===== config.mk =====
export PLATFORM = sky130hd
export DESIGN_NAME = rvc_fetch_stage
export DESIGN_NICKNAME = d
export VERILOG_FILES = /design/src/rtl/rvc_fetch_pkg.sv /design/src/rtl/fetch_perf_ctr.sv /design/src/rtl/rvc_fetch_stage.sv
export SDC_FILE = /design/constraint.sdc
export NUM_CORES = 1
export LEC_CHECK = 0
export ABC_AREA = 1
export CAP_MARGIN = 10
export CORE_UTILIZATION = 52
export DETAILED_ROUTE_END_ITERATION = 10
export PLACE_DENSITY_LB_ADDON = 0.12
export SYNTH_ARGS = -nofsm -noshare
export SYNTH_HDL_FRONTEND = slang
export SYNTH_SLANG_ARGS = --single-unit
export TNS_END_PERCENT = 10

===== constraint.sdc =====
create_clock -name clk -period 4.05 [get_ports clk]
set_input_delay 0.81 -clock clk [delete_from_list [all_inputs] [get_ports clk]]
set_output_delay 0.81 -clock clk [all_outputs]
set_load 0.02 [all_outputs]

===== src/rtl/rvc_fetch_pkg.sv =====
`default_nettype none
// ============================================================================
//  Module      : rvc_fetch_pkg
//  Description : Shared types and constants for the RV32IC fetch stage and
//                the ID stage that consumes the IF/ID register.
//  Revision    : 1.0 - initial release
// ============================================================================
package rvc_fetch_pkg;

  // Fetch FSM: RUN fetches normally, PEND parks a redirect behind a miss
  typedef enum logic [0:0] {
    RUN  = 1'b0,
    PEND = 1'b1
  } fetch_state_t;

  // PC increments for full-width and compressed instructions
  localparam logic [31:0] INC_RV32 = 32'd4;
  localparam logic [31:0] INC_RVC  = 32'd2;

  // IF/ID pipeline register contents
  typedef struct packed {
    logic        valid;
    logic [31:0] pc;
    logic [31:0] pc_next;
    logic [31:0] instr;
    logic        is_rvc;
  } ifid_t;

endpackage : rvc_fetch_pkg
`default_nettype wire


===== src/rtl/fetch_perf_ctr.sv =====
`default_nettype none
// ============================================================================
//  Module      : fetch_perf_ctr
//  Description : Free-running enable counter with synchronous reset; wraps
//                silently at 2^CNT_W.
//  Revision    : 1.0 - initial release
// ============================================================================
module fetch_perf_ctr #(
  parameter int CNT_W = 32
) (
  input  logic             clk,
  input  logic             rst,
  input  logic             en,
  output logic [CNT_W-1:0] count
);

  localparam logic [CNT_W-1:0] C_ONE = {{(CNT_W-1){1'b0}}, 1'b1};

  logic [CNT_W-1:0] count_q;
  logic [CNT_W-1:0] count_d;

  // Next count: increment when enabled, otherwise hold
  always_comb begin
    count_d = count_q;
    if (en) begin
      count_d = count_q + C_ONE;
    end
  end

  // Counter register
  always_ff @(posedge clk) begin
    if (rst) begin
      count_q <= '0;
    end else begin
      count_q <= count_d;
    end
  end

  assign count = count_q;

endmodule : fetch_perf_ctr
`default_nettype wire


===== src/rtl/rvc_fetch_stage.sv =====
`default_nettype none
// ============================================================================
//  Module      : rvc_fetch_stage
//  Description : IF stage for the RV32IC pipeline. Owns the PC, drives the
//                RVC I-cache with a halfword address, fills IF/ID and parks
//                EX redirects that arrive while a miss is in flight.
//  Revision    : 1.0 - initial release
// ============================================================================
module rvc_fetch_stage
  import rvc_fetch_pkg::*;
#(
  parameter logic [31:0] RESET_PC = 32'h0000_0000,
  parameter int          CNT_W    = 32
) (
  input  logic             clk,
  input  logic             proc_reset,
  output logic             icache_read,
  output logic [30:0]      icache_addr,
  input  logic [31:0]      icache_rdata,
  input  logic             icache_stall,
  input  logic             icache_pcadd,
  input  logic             pipe_stall,
  input  logic             redirect_valid,
  input  logic [31:0]      redirect_pc,
  output logic             ifid_valid,
  output logic [31:0]      ifid_pc,
  output logic [31:0]      ifid_pc_next,
  output logic [31:0]      ifid_instr,
  output logic             ifid_is_rvc,
  output logic [CNT_W-1:0] perf_fetched,
  output logic [CNT_W-1:0] perf_rvc
);

  fetch_state_t state_q, state_d;
  logic [31:0]  pc_q, pc_d;
  logic [31:0]  redir_buf_q, redir_buf_d;
  logic         fetch_en_q;
  ifid_t        ifid_q, ifid_d;

  logic         w_accept;
  logic [31:0]  w_inc;
  logic [31:0]  w_pc_inc;
  logic [31:0]  w_target;
  logic         w_cnt_en;

  // Redirect targets are always halfword aligned; bit 0 is forced low
  assign w_target = redirect_pc & 32'hFFFF_FFFE;
  assign w_inc    = icache_pcadd ? INC_RV32 : INC_RVC;
  assign w_pc_inc = pc_q + w_inc;
  assign w_accept = fetch_en_q & ~icache_stall & ~pipe_stall;

  // PC mux, redirect parking FSM and IF/ID load
  always_comb begin
    state_d     = state_q;
    pc_d        = pc_q;
    redir_buf_d = redir_buf_q;
    ifid_d      = ifid_q;
    w_cnt_en    = 1'b0;
    case (state_q)
      RUN: begin
        if (redirect_valid && !icache_stall) begin
          pc_d         = w_target;
          ifid_d.valid = 1'b0;
        end else if (redirect_valid) begin
          // Miss in flight: the cache still reads the old address, so the
          // target waits in redir_buf until the miss resolves
          redir_buf_d  = w_target;
          state_d      = PEND;
          ifid_d.valid = 1'b0;
        end else if (w_accept) begin
          ifid_d.valid   = 1'b1;
          ifid_d.pc      = pc_q;
          ifid_d.pc_next = w_pc_inc;
          ifid_d.instr   = icache_rdata;
          ifid_d.is_rvc  = ~icache_pcadd;
          pc_d           = w_pc_inc;
          w_cnt_en       = 1'b1;
        end
      end
      PEND: begin
        // The word returned for the stale address is dropped
        ifid_d.valid = 1'b0;
        if (redirect_valid) begin
          redir_buf_d = w_target;
        end
        if (!icache_stall) begin
          pc_d    = redirect_valid ? w_target : redir_buf_q;
          state_d = RUN;
        end
      end
      default: begin
        state_d = RUN;
      end
    endcase
  end

  // State, PC, fetch enable and IF/ID registers
  always_ff @(posedge clk) begin
    if (proc_reset) begin
      state_q     <= RUN;
      pc_q        <= RESET_PC;
      redir_buf_q <= RESET_PC;
      fetch_en_q  <= 1'b0;
      ifid_q      <= '0;
    end else begin
      state_q     <= state_d;
      pc_q        <= pc_d;
      redir_buf_q <= redir_buf_d;
      fetch_en_q  <= 1'b1;
      ifid_q      <= ifid_d;
    end
  end

  fetch_perf_ctr #(.CNT_W(CNT_W)) u_ctr_fetched (
    .clk   (clk),
    .rst   (proc_reset),
    .en    (w_cnt_en),
    .count (perf_fetched)
  );

  fetch_perf_ctr #(.CNT_W(CNT_W)) u_ctr_rvc (
    .clk   (clk),
    .rst   (proc_reset),
    .en    (w_cnt_en & ~icache_pcadd),
    .count (perf_rvc)
  );

  assign icache_read  = fetch_en_q;
  assign icache_addr  = pc_q[31:1];
  assign ifid_valid   = ifid_q.valid;
  assign ifid_pc      = ifid_q.pc;
  assign ifid_pc_next = ifid_q.pc_next;
  assign ifid_instr   = ifid_q.instr;
  assign ifid_is_rvc  = ifid_q.is_rvc;

endmodule : rvc_fetch_stage
`default_nettype wire

Yosys cells after proc, flatten, opt, wreduce, memory -nomap -nowiden
Cells that the tools add are included.
W data, S select, Z words.
Storage, ports and cells
  input bits: 70
  logic and storage cells: 54
  flip-flop bits (word level): 228
Cells by class
  bitwise logic cells: 9
  add/subtract/negate cells: 3
  mux-type cells: 22
  eq/ne operators: 5
  reductions and logical operators: 4
Operators by type and width (count)
  $mux W32: 6
  $pmux W32 S2: 2
  $mux W98: 1
  $add A32 B1 Y32 const B: 2
  $add A32 B3 Y32: 1
  $mux W1: 10
  $ne A3 B3 Y1 const B: 2
  $not A1 Y1: 6
  $ne A2 B2 Y1 const B: 2
  $ne A4 B4 Y1 const B: 1
  $pmux W1 S2: 2
  $reduce_and A4 Y1: 1
  $and A1 B1 Y1: 3
  $mux W3: 1
  $reduce_and A3 Y1: 1
  $logic_and A1 B1 Y1: 1
  $logic_not A1 Y1: 1

Logic depth before layout (Yosys ltp)
Gate-level depths: netlist of run 1.
  word-level depth: 8
  gate-level depth with buffers: 12
  depth with buffers taken out: 12

By module
A second synthesis of run 1 with hierarchy kept.
Second synthesis, totals
  cell total of the unflattened synthesis: 1595
  area, all modules: 11204.5 um^2
By module, submodules not included
  rvc_fetch_stage: times used 1, area an instance 7618.6 um^2, seq. area each 3263.1 um^2, cells each 1069
  fetch_perf_ctr: times used 2, area an instance 1793.0 um^2, seq. area each 640.6 um^2, cells each 263

Worst setup path before layout of run 1
Ideal clock, no wire load.
  kind: in2reg
  start: input icache_pcadd
  end: register ifid_q (netlist bit ifid_pc_next[19])
  cell stages on the path: 12
  path buffers: 0
  library setup time: 115 ps
  path slack: 1552 ps
  data arrival time: 2383 ps
  cell sequence: inv_1 ha_1 inv_1 fa_1 nor2_2 nand2_1 nor2_4 nand3_1 nand2_1 nand2_1 o21ai_0 inv_1
Between the ends
  cells in the longest elaborated chain, start to end: 2
RTL lines
  from (decl): line rvc_fetch_stage.sv:21  | input logic icache_pcadd,
  $mux W3: line rvc_fetch_stage.sv:48  | assign w_inc = icache_pcadd ? INC_RV32 : INC_RVC;
  $add A32 B3 Y32: line rvc_fetch_stage.sv:49  | assign w_pc_inc = pc_q + w_inc;
  to (signal assigned): line rvc_fetch_stage.sv:110  | ifid_q <= ifid_d;
  to (decl): line rvc_fetch_stage.sv:38  | ifid_t ifid_q, ifid_d;
Every way passes these cells.
A chain may end at the register's enable or synchronous reset.

Final worst setup path of run 1
  start: input icache_pcadd
  end: register ifid_q (netlist bit ifid_pc_next[21])
Between the ends
  cells in the longest elaborated chain, start to end: 2
RTL lines
  $mux W3: line rvc_fetch_stage.sv:48
  named net w_inc[1]: line rvc_fetch_stage.sv:41  | logic [31:0] w_inc;
  $add A32 B3 Y32: line rvc_fetch_stage.sv:49
The timed path passes the listed nets, and every way through them passes these cells.

==> results of run 1 <==
-- critical path: cells and delay by family --
| family | cells | cell delay (ps) |
|---|---|---|
| compound gates | 1 | 160 |
| xor+xnor | 1 | 160 |
| fa+ha+maj | 2 | 680 |
| buf+inv | 5 | 940 |
| simple gates | 3 | 680 |
-- cell usage in the layout (no fill, tap or decap), types with 2 or more instances in the layout --
cell / netlist / layout
xnor2_1: 14 / 14
o21ai_0: 171 / 171
nor2_2: 4 / 5
clkinv_2: 0 / 4
and3_1: 2 / 2
nor2_1: 350 / 349
nand3_1: 47 / 47
inv_2: 5 / 4
a31oi_1: 10 / 10
xor2_1: 19 / 19
dfxtp_1: 227 / 227
inv_1: 107 / 107
a211oi_1: 21 / 21
o211ai_1: 14 / 14
nand2_2: 2 / 2
clkbuf_16: 0 / 27
nand4_1: 5 / 5
ha_1: 4 / 4
o21bai_1: 2 / 2
or2_2: 6 / 6
a21oi_1: 110 / 110
clkbuf_8: 0 / 4
nor3b_1: 2 / 2
nand3b_1: 27 / 27
nor2_4: 2 / 2
clkbuf_1: 40 / 9
clkdlybuf4s50_1: 0 / 261
mux2i_1: 4 / 4
o22ai_1: 8 / 8
nor3_1: 5 / 5
nand2_1: 422 / 422
buf_4: 36 / 14
o21ai_1: 2 / 2
-- cells by family (layout without fill, tap and decap cells) --
| kind of cell | after synthesis | after routing |
|---|---|---|
| compound gates | 338 | 338 |
| xor+xnor | 33 | 33 |
| fa+ha+maj | 5 | 5 |
| buf+inv | 224 | 435 |
| flops | 227 | 227 |
| mux | 4 | 4 |
| simple gates | 877 | 877 |
-- power groups by stage --
stage	Combinational [µW]	Sequential (µW)	Clock, µW
after global placement	634	2450	0
after global routing	707	2420	2390
after CTS	648	2410	2290
final	654	2410	2250
after floorplan	364	2460	0
after detailed placement	645	2450	0
-- stage by stage --
step | setup WS, ps | utilization, % | power (µW) | std cells | cell area (µm²)
after floorplan | 1550 | - | 2820 | 1708 | 11300
after global placement | 556 | 65.3 | 3090 | 2149 | 13800
after detailed placement | 540 | 65.3 | 3100 | 2149 | 13800
after CTS | 1080 | 69.2 | 5350 | 2194 | 14600
after global routing | 874 | 69.2 | 5510 | 2194 | 14600
final | 1050 | 69.2 | 5320 | 2194 | 14600
-- metal layers --
| layer | share of wire (%) | track usage [%] | wire, µm | vias up |
|---|---|---|---|---|
| li1 | - | - | - | 5856 |
| met1 | 44 | 42.0 | 15600 | 5339 |
| met2 | 45 | 50.1 | 15900 | 493 |
| met3 | 8.9 | 4.88 | 3170 | 53 |
| met4 | 2.3 | 8.88 | 812 | 0 |
| met5 | 0 | 0 | 0 | - |
-- worst max path at each step --
| stage | start | endpoint | slack, ps |
|---|---|---|---|
| detailed placement | icache_pcadd | pc_q[15] | 540 |
| floorplan | icache_pcadd | ifid_pc_next[19] | 1550 |
| global route | icache_pcadd | ifid_pc_next[21] | 870 |
| finish | icache_pcadd | ifid_pc_next[21] | 1050 |
| global placement | icache_pcadd | pc_q[15] | 560 |
| CTS | icache_pcadd | pc_q[11] | 1080 |
-- state kept, by name, summed over array words and instances (netlist names), 31 cells and up --
name                 count
ifid_instr              32
ifid_pc                 32
ifid_pc_next            31
pc_q                    32
redir_buf_q             32
u_ctr_fetched.count     32
u_ctr_rvc.count         32
-- final cells by class --
cell class	count	area [µm²]
clock buffers	40	764
clock inverters	5	53.8
fillers	1889	6520
inverters	113	428
multi-input cells	1257	5760
flip-flops and latches	227	4540
well taps	275	344
repair buffers	277	2740
==> impl_metrics.env, run 1 <==
export IMPL_seqPwrFrac_pct=45.3
export IMPL_status="complete, no violations"
export IMPL_grt_overflow=0
export IMPL_synthSimpleGateAreaFrac_pct=31.4
export IMPL_portBuffers=262
export IMPL_rows=53
export IMPL_avgSynthCellArea_um2=6.63
export IMPL_htreeDepth=1
export IMPL_synth_warnings=0
export IMPL_synth_edf_count=0
export IMPL_max_stage_delay_ps=520
export IMPL_critical_path_class="in2reg"
export IMPL_fp_dieArea_um2=22400
export IMPL_r2r_slack_ps=1600
export IMPL_dp_final_hpwl_um=25700
export IMPL_p_leak_uw=0.00540
export IMPL_synth_flop_cell="dfxtp_1"
export IMPL_relSlewSlack_pct=49.0
export IMPL_nets=1977
export IMPL_ys_types=36
export IMPL_wl_per_cell_um=16.2
export IMPL_worstSkewPairLatency_ps=520
export IMPL_synth_compound_area_share_pct=16.0
export IMPL_ys_async_sr_fraction_pct=0
export IMPL_grt_total_usage_pct=30.9
export IMPL_critical_path_max_fanout=4
export IMPL_muxShareOfSynthArea_pct=0.354
export IMPL_drt_iter0_markers=864
export IMPL_path_clk_slew_ps=50
export IMPL_drtAntennaViolNets=0
export IMPL_switchingPower_uw=1370
export IMPL_p_sw_share_pct=25.8
export IMPL_grt_pass1_vias=10400
export IMPL_required_ps=4470
export IMPL_postCtsSetupBuffers=0
export IMPL_tightest_slew_ps=765
export IMPL_slew_violations=0
export IMPL_syn_inst=1708
export IMPL_vias=11700
export IMPL_cts_hold_buf=0
export IMPL_min_path_cells=2
export IMPL_fmax_mhz=333
export IMPL_cap_violations=0
export IMPL_area_growth_pct=29.3
export IMPL_firstDrtPassIters=6
export IMPL_synth_top_family_by_area="simple AND/OR/NAND/NOR gates"
export IMPL_synth_area_leader_cell="dfxtp_1"
export IMPL_r2r_start="state_q"
export IMPL_grt_max_degree=99
export IMPL_cp_start_kind="input pin"
export IMPL_reg2reg_depth=8
export IMPL_yosysSeqAreaShare_pct=40.1
export IMPL_place_gp_congestion=0.906
export IMPL_clkPwrFrac_pct=42.4
export IMPL_critPathSlowestCell="clkdlybuf4s50_1"
export IMPL_synthAdderAreaFrac_pct=0.619
export IMPL_p_int_uw=3940
export IMPL_die_width_um=150
export IMPL_timing_hold_ws_ps=448
export IMPL_timing_rr_end="u_ctr_rvc.count[10]"
export IMPL_peakVddDrop_mv=0.317
export IMPL_hp_start="redir_buf_q[3]"
export IMPL_drive_gt1_share_pct=3.91
export IMPL_rsz0062_at_grt="no"
export IMPL_synth_ff_latch_count=227
export IMPL_n_antenna_cell=0
export IMPL_num_io_pins=264
export IMPL_avgViaCountPerCell=5.35
export IMPL_post_route_drc_count=0
export IMPL_cp_arrival_ps=3420
export IMPL_finalWirelength_um=35400
export IMPL_p_comb_share_pct=12.3
export IMPL_grt_pass1_wl_um=54600
export IMPL_whs_endpoint="redir_buf_q[3]"
export IMPL_post_route_min_period_ps=3000
export IMPL_yosys_top_cells_area="dfxtp_1 40%, nand2_1 14%, nor2_1 12%"
export IMPL_cts_buffer_depth=3
export IMPL_die_h_um=150
export IMPL_core_um2=21200
export IMPL_path_cells="clkdlybuf4s50_1, inv_1, ha_1, inv_1, fa_1, nor2_2, inv_1, nor2_1, nand2_1, xnor2_1, o21ai_0, inv_1"
export IMPL_syn_area_um2=11300
export IMPL_cts_root_buf="clkbuf_16"
export IMPL_finalCritPeriodShare_pct=74.2
export IMPL_cts_sinks=227
export IMPL_crit_top_cell="inv_1"
export IMPL_setup_tns_ps=0
export IMPL_cts_buffers=26
export IMPL_endpoint_kind="register"
export IMPL_cts_resized=0
export IMPL_antenna_found_initial=0
export IMPL_setup_violations=0
export IMPL_min_path_type="reg2reg"
export IMPL_synth_most_common_cell="nand2_1"
export IMPL_cts_tree="done"
export IMPL_initial_core_util_pct=53.5
export IMPL_powerDensity_nw_per_um2=363
export IMPL_yosys_top_cells_count="422 x nand2_1, 350 x nor2_1, 227 x dfxtp_1"
export IMPL_finalClockSkew_ps=7.31
export IMPL_synthXorXnorAreaFrac_pct=2.55
export IMPL_hold_viol_final=0
export IMPL_synth_top_area_share_pct=40.1
export IMPL_synth_nets=1783
No activity file was read; power rests on OpenSTA's default activity.
==> inputs of run 2 (changes only) <==
CORE_UTILIZATION = 46   (was 52)
clock period = 2.5 ns   (was 4.05 ns; I/O delays follow)
==> run 2 against run 1 <==
Against the previous run: clock power up 77%; design area up 3.8%; critical path depth down 11; critical path type is now reg2out; total power up 70%; largest power group is now the clock network; die area up 13%; sequential share of layout area down 1.1 points; largest cell class unchanged; utilization down 6.5 points.
==> impl_metrics.env, run 2 (synthesis results as in run 1) <==
export IMPL_finalClockSkew_ps=9.25
export IMPL_grt_total_usage_pct=28.8
export IMPL_place_ws_ps=-205
export IMPL_fill_cells=2265
export IMPL_nets=2017
export IMPL_grt_pass1_vias=10700
export IMPL_required_ps=2000
export IMPL_layout_commonest_cell="nand2_1"
export IMPL_dp_final_hpwl_um=27300
export IMPL_firstDrtPassIters=5
export IMPL_rows=57
export IMPL_path_clk_slew_ps=60
export IMPL_min_path_type="reg2reg"
export IMPL_p_comb_share_pct=12.7
export IMPL_path_cells="clkdlybuf4s50_1"
export IMPL_avgViaCountPerCell=5.18
export IMPL_drive_gt1_share_pct=6.17
export IMPL_switchingPower_uw=2290
export IMPL_cp_start_kind="register"
export IMPL_cts_sinks=227
export IMPL_place_gp_congestion=0.933
export IMPL_worstSkewPairLatency_ps=520
export IMPL_setup_violations=0
export IMPL_post_route_min_period_ps=2320
export IMPL_htreeDepth=1
export IMPL_slew_violations=0
export IMPL_layout_common_cells="422 x nand2_1, 349 x nor2_1, 261 x clkdlybuf4s50_1"
export IMPL_num_io_pins=264
export IMPL_relSlewSlack_pct=61.7
export IMPL_finalWirelength_um=36900
export IMPL_p_leak_uw=0.00568
export IMPL_drtAntennaViolNets=0
export IMPL_placed_cell_area_um2=14300
export IMPL_seqCellArea_um2=4540
export IMPL_seqPwrFrac_pct=43.2
export IMPL_setup_tns_ps=0
export IMPL_cts_buffer_depth=3
export IMPL_cp_arrival_ps=1820
export IMPL_fmax_mhz=431
export IMPL_powerDensity_nw_per_um2=594
export IMPL_n_antenna_cell=0
export IMPL_cts_resized=0
export IMPL_die_h_um=159
export IMPL_cap_violations=0
export IMPL_die_width_um=159
export IMPL_final_area_um2=15200
export IMPL_initial_core_util_pct=46.7
export IMPL_grt_pass1_wl_um=58600
export IMPL_multiInputGateArea_um2=5760
export IMPL_crit_buf_inv=1
export IMPL_p_sw_share_pct=25.4
export IMPL_tightest_slew_ps=574
export IMPL_portBuffers=262
export IMPL_timing_hold_ws_ps=446
export IMPL_setup_ws_ps=181
export IMPL_finalPower_uw=9020
export IMPL_grt_max_degree=93
export IMPL_finalCritPeriodShare_pct=92.7
export IMPL_vias=11800
export IMPL_max_stage_delay_ps=690
export IMPL_endpoint_kind="output port"
export IMPL_cts_buffers=25
export IMPL_antenna_found_initial=1
export IMPL_core_um2=24200
export IMPL_hold_viol_final=0
export IMPL_postCtsSetupBuffers=0
export IMPL_fp_dieArea_um2=25200
export IMPL_path_delay_family="buffers and inverters"
export IMPL_clkPwrFrac_pct=44.1
export IMPL_critPathSlowestCell="clkdlybuf4s50_1"
export IMPL_status="complete, no violations"
export IMPL_critical_path_class="reg2out"
export IMPL_drt_iter0_markers=879
export IMPL_peakVddDrop_mv=0.559
export IMPL_cts_hold_buf=0
export IMPL_area_growth_pct=34.2
export IMPL_grt_overflow=0
export IMPL_p_int_uw=6730
export IMPL_cts_root_buf="clkbuf_16"
export IMPL_cts_tree="done"
export IMPL_critical_path_max_fanout=10
export IMPL_rsz0062_at_grt="no"
export IMPL_post_route_drc_count=0
export IMPL_wl_per_cell_um=16.2
[run 2: cell types whose count changed in the layout (fill, tap and decap cells not counted), sizes merged]
cell	before	now
clkinv	4	5
inv	113	112
bufinv	1	4
clkbuf	40	37
buf	16	57
[run 2: cell type report]
class | count | area share [%]
inverters | 113 | 2.82
clock inverters | 8 | 0.922
well taps | 324 | 2.67
flip-flops and latches | 227 | 29.9
clock buffers | 37 | 4.94
multi-input cells | 1257 | 37.9
repair buffers | 318 | 20.8
[run 2: power by group through the flow]
| stage | combinational (µW) | clock, µW | sequential (µW) |
|---|---|---|---|
| 4_1_cts | 1140 | 4040 | 3890 |
| 6_report | 1140 | 3980 | 3900 |
| 5_1_grt | 1240 | 4200 | 3910 |
| 3_3_place_gp | 1120 | 0 | 3970 |
| 3_5_place_dp | 1130 | 0 | 3970 |
| 2_1_floorplan | 590 | 0 | 3980 |
[run 2: final timing paths]
kind	startpoint	end	slack, ps	depth (start not counted)
setup / recovery	pc_q[3]	icache_addr[2]	180	1
hold / removal	redir_buf_q[11]	redir_buf_q[11]	450	2
setup reg to reg	pc_q[1]	ifid_pc_next[19]	340	11
hold reg to reg	redir_buf_q[11]	redir_buf_q[11]	450	2
[run 2: worst reg2reg max path, stage by stage (launching register included)]
cell and delay (ps):
dfxtp_1 430, ha_1 200, inv_1 50, fa_1 390, nor2_2 190, nand2_1 180, nor2_4 200, nand3_1 90
nand2_1 70, nand2_1 60, o21ai_0 150, inv_1 50
[run 2: metal layers]
metal,share of wire [%],track usage [%],vias up
li1,-,-,5951
met1,46,41.3,5391
met2,43,44.6,425
met3,7.9,4.41,53
met4,2.5,7.91,0
met5,0,0,-
[run 2: per-stage QoR]
stage | utilization [%] | cells
6_report | 62.6 | 2284
4_1_cts | 62.6 | 2284
2_1_floorplan | - | 1708
3_3_place_gp | 59.0 | 2239
5_1_grt | 62.6 | 2284
3_5_place_dp | 59.0 | 2239
==> inputs of run 3 (changes only) <==
CORE_ASPECT_RATIO = 1.2   (was unset)
clock period = 2.07 ns   (was 2.5 ns; I/O delays follow)
==> run 3 against run 2 <==
Against the previous run: clock skew grew 3.4 ps; sequential power increased by 20%; total power rose by 17%; routed wire length is 0.40% lower; worst setup slack worse by 170 ps; worst hold slack worse by 170 ps; count of clock-buffer cells in the layout is 6 lower; critical path depth unchanged; critical path type unchanged; critical endpoint is now icache_addr[8]; highest routed layer unchanged.
==> impl_metrics.env, run 3 (synthesis results as in run 1) <==
export IMPL_cts_buffers=25
export IMPL_grt_pass1_vias=11300
export IMPL_grt_overflow=0
export IMPL_reg2reg_depth=10
export IMPL_initial_core_util_pct=47.1
export IMPL_cts_hold_buf=0
export IMPL_cp_start_kind="register"
export IMPL_fmax_mhz=486
export IMPL_nets=2082
export IMPL_grt_pass1_wl_um=58400
export IMPL_tightest_slew_ps=451
export IMPL_htreeDepth=1
export IMPL_peakVddDrop_mv=0.616
export IMPL_fin_cells=2346
export IMPL_path_clk_slew_ps=60
export IMPL_timing_rr_end="pc_q[18]"
export IMPL_vias=12100
export IMPL_rows=62
export IMPL_area_growth_pct=38.5
export IMPL_dp_final_hpwl_um=27400
export IMPL_p_leak_uw=0.00634
export IMPL_critical_path_class="reg2out"
export IMPL_num_io_pins=264
export IMPL_post_route_min_period_ps=2060
export IMPL_whs_endpoint="pc_q[0]"
export IMPL_setup_violations=0
export IMPL_avgViaCountPerCell=5.15
export IMPL_layout_common_cells="421 x nand2_1, 349 x nor2_1, 230 x clkdlybuf4s50_1"
export IMPL_fp_dieArea_um2=25200
export IMPL_drtAntennaViolNets=0
export IMPL_finalWirelength_um=36800
export IMPL_drt_iter0_markers=736
export IMPL_die_h_um=174
export IMPL_cts_tree="done"
export IMPL_numPlacedInstances=2299
export IMPL_crit_buf_inv=1
export IMPL_layout_commonest_cell="nand2_1"
export IMPL_drive_gt1_share_pct=9.93
export IMPL_placed_cell_area_um2=14800
export IMPL_grt_max_degree=121
export IMPL_final_area_um2=15700
export IMPL_finalPower_uw=10600
export IMPL_max_stage_delay_ps=660
export IMPL_cts_root_buf="clkbuf_16"
export IMPL_required_ps=1660
export IMPL_cp_arrival_ps=1640
export IMPL_status="complete, no violations"
export IMPL_min_path_type="in2reg"
export IMPL_cts_buffer_depth=3
export IMPL_slew_violations=0
export IMPL_r2r_slack_ps=70
export IMPL_critPathSlowestCell="clkdlybuf4s50_1"
export IMPL_cts_sinks=227
export IMPL_firstDrtPassIters=7
export IMPL_cap_violations=0
export IMPL_min_path_cells=2
export IMPL_worstSkewPairLatency_ps=510
export IMPL_post_route_drc_count=0
export IMPL_relSlewSlack_pct=70.0
export IMPL_die_width_um=145
export IMPL_grt_total_usage_pct=28.5
export IMPL_place_gp_congestion=0.939
export IMPL_finalCritPeriodShare_pct=99.3
export IMPL_powerDensity_nw_per_um2=674
export IMPL_core_um2=24000
export IMPL_finalClockSkew_ps=12.7
export IMPL_portBuffers=262
export IMPL_wl_per_cell_um=15.7
export IMPL_endpoint_kind="output port"
export IMPL_r2r_start="pc_q[2]"
export IMPL_critical_path_max_fanout=4
export IMPL_antenna_found_initial=1
export IMPL_rsz0062_at_grt="yes"
export IMPL_hold_viol_final=0
export IMPL_path_delay_family="buffers and inverters"
export IMPL_hp_start="proc_reset"
export IMPL_path_cells="clkdlybuf4s50_1"
export IMPL_timing_hold_ws_ps=275
run 3: changes by cell type in the layout (fill, tap and decap cells not counted), sizes merged, moves of 2 or more:
cell and delta:
buf +65, dlygate4sd2 +13, bufinv -2, clkdlybuf4s50 -31, clkbuf -6, dlymetal6s2s +18
clkinv +7
run 3: stage by stage:
step / worst slack, ps / utilization [%] / TNS, ps
after detailed placement: -643 / 61.4 / -38460
after global placement: -557 / 61.4 / -34530
after floorplan: -32.0 / - / -53.0
after global routing: -10.9 / 65.2 / -45.5
after CTS: -5.36 / 64.8 / -5.36
final: 13.9 / 65.2 / 0
run 3: power breakdown:
part           leakage [µW]  internal (µW)  switching (µW)
combinational       0.00408            669             793
clock              0.000411           2600            1800
sequential          0.00185           4540             155
total               0.00634           7810            2750
run 3: layer usage:
metal  up-vias  GRT usage [%]  wire length, µm
li1       6087              -                -
met1      5563           34.5            15400
met2       349           50.5            18000
met3        74           3.74             1980
met4         0           12.0             1390
met5         -              0                0
run 3: layout make-up:
cell class                      count  area [µm²]
Tap cell                          320         400
Multi-Input combinational cell   1257        5800
Sequential cell                   227        4550
Inverter                          113         428
Antenna cell                        1        2.50
Fill cell                        2242        8370
Clock buffer                       31         688
Clock inverter                     14         126
Timing Repair Buffer              383        3670
run 3: how the worst max path moves through the flow:
stage,start,cells past startpoint,endpoint
2_1_floorplan,icache_pcadd,12,ifid_pc_next[19]
4_1_cts,icache_pcadd,13,pc_q[27]
3_3_place_gp,icache_pcadd,13,pc_q[27]
6_report,pc_q[9],1,icache_addr[8]
3_5_place_dp,icache_pcadd,13,pc_q[27]
5_1_grt,pc_q[1],10,pc_q[17]
run 3: repair_timing:
item                       CTS  global route
setup buffers                0             1
pin swaps                    1             5
resized for setup           20            30
setup endpoints to repair   27            45
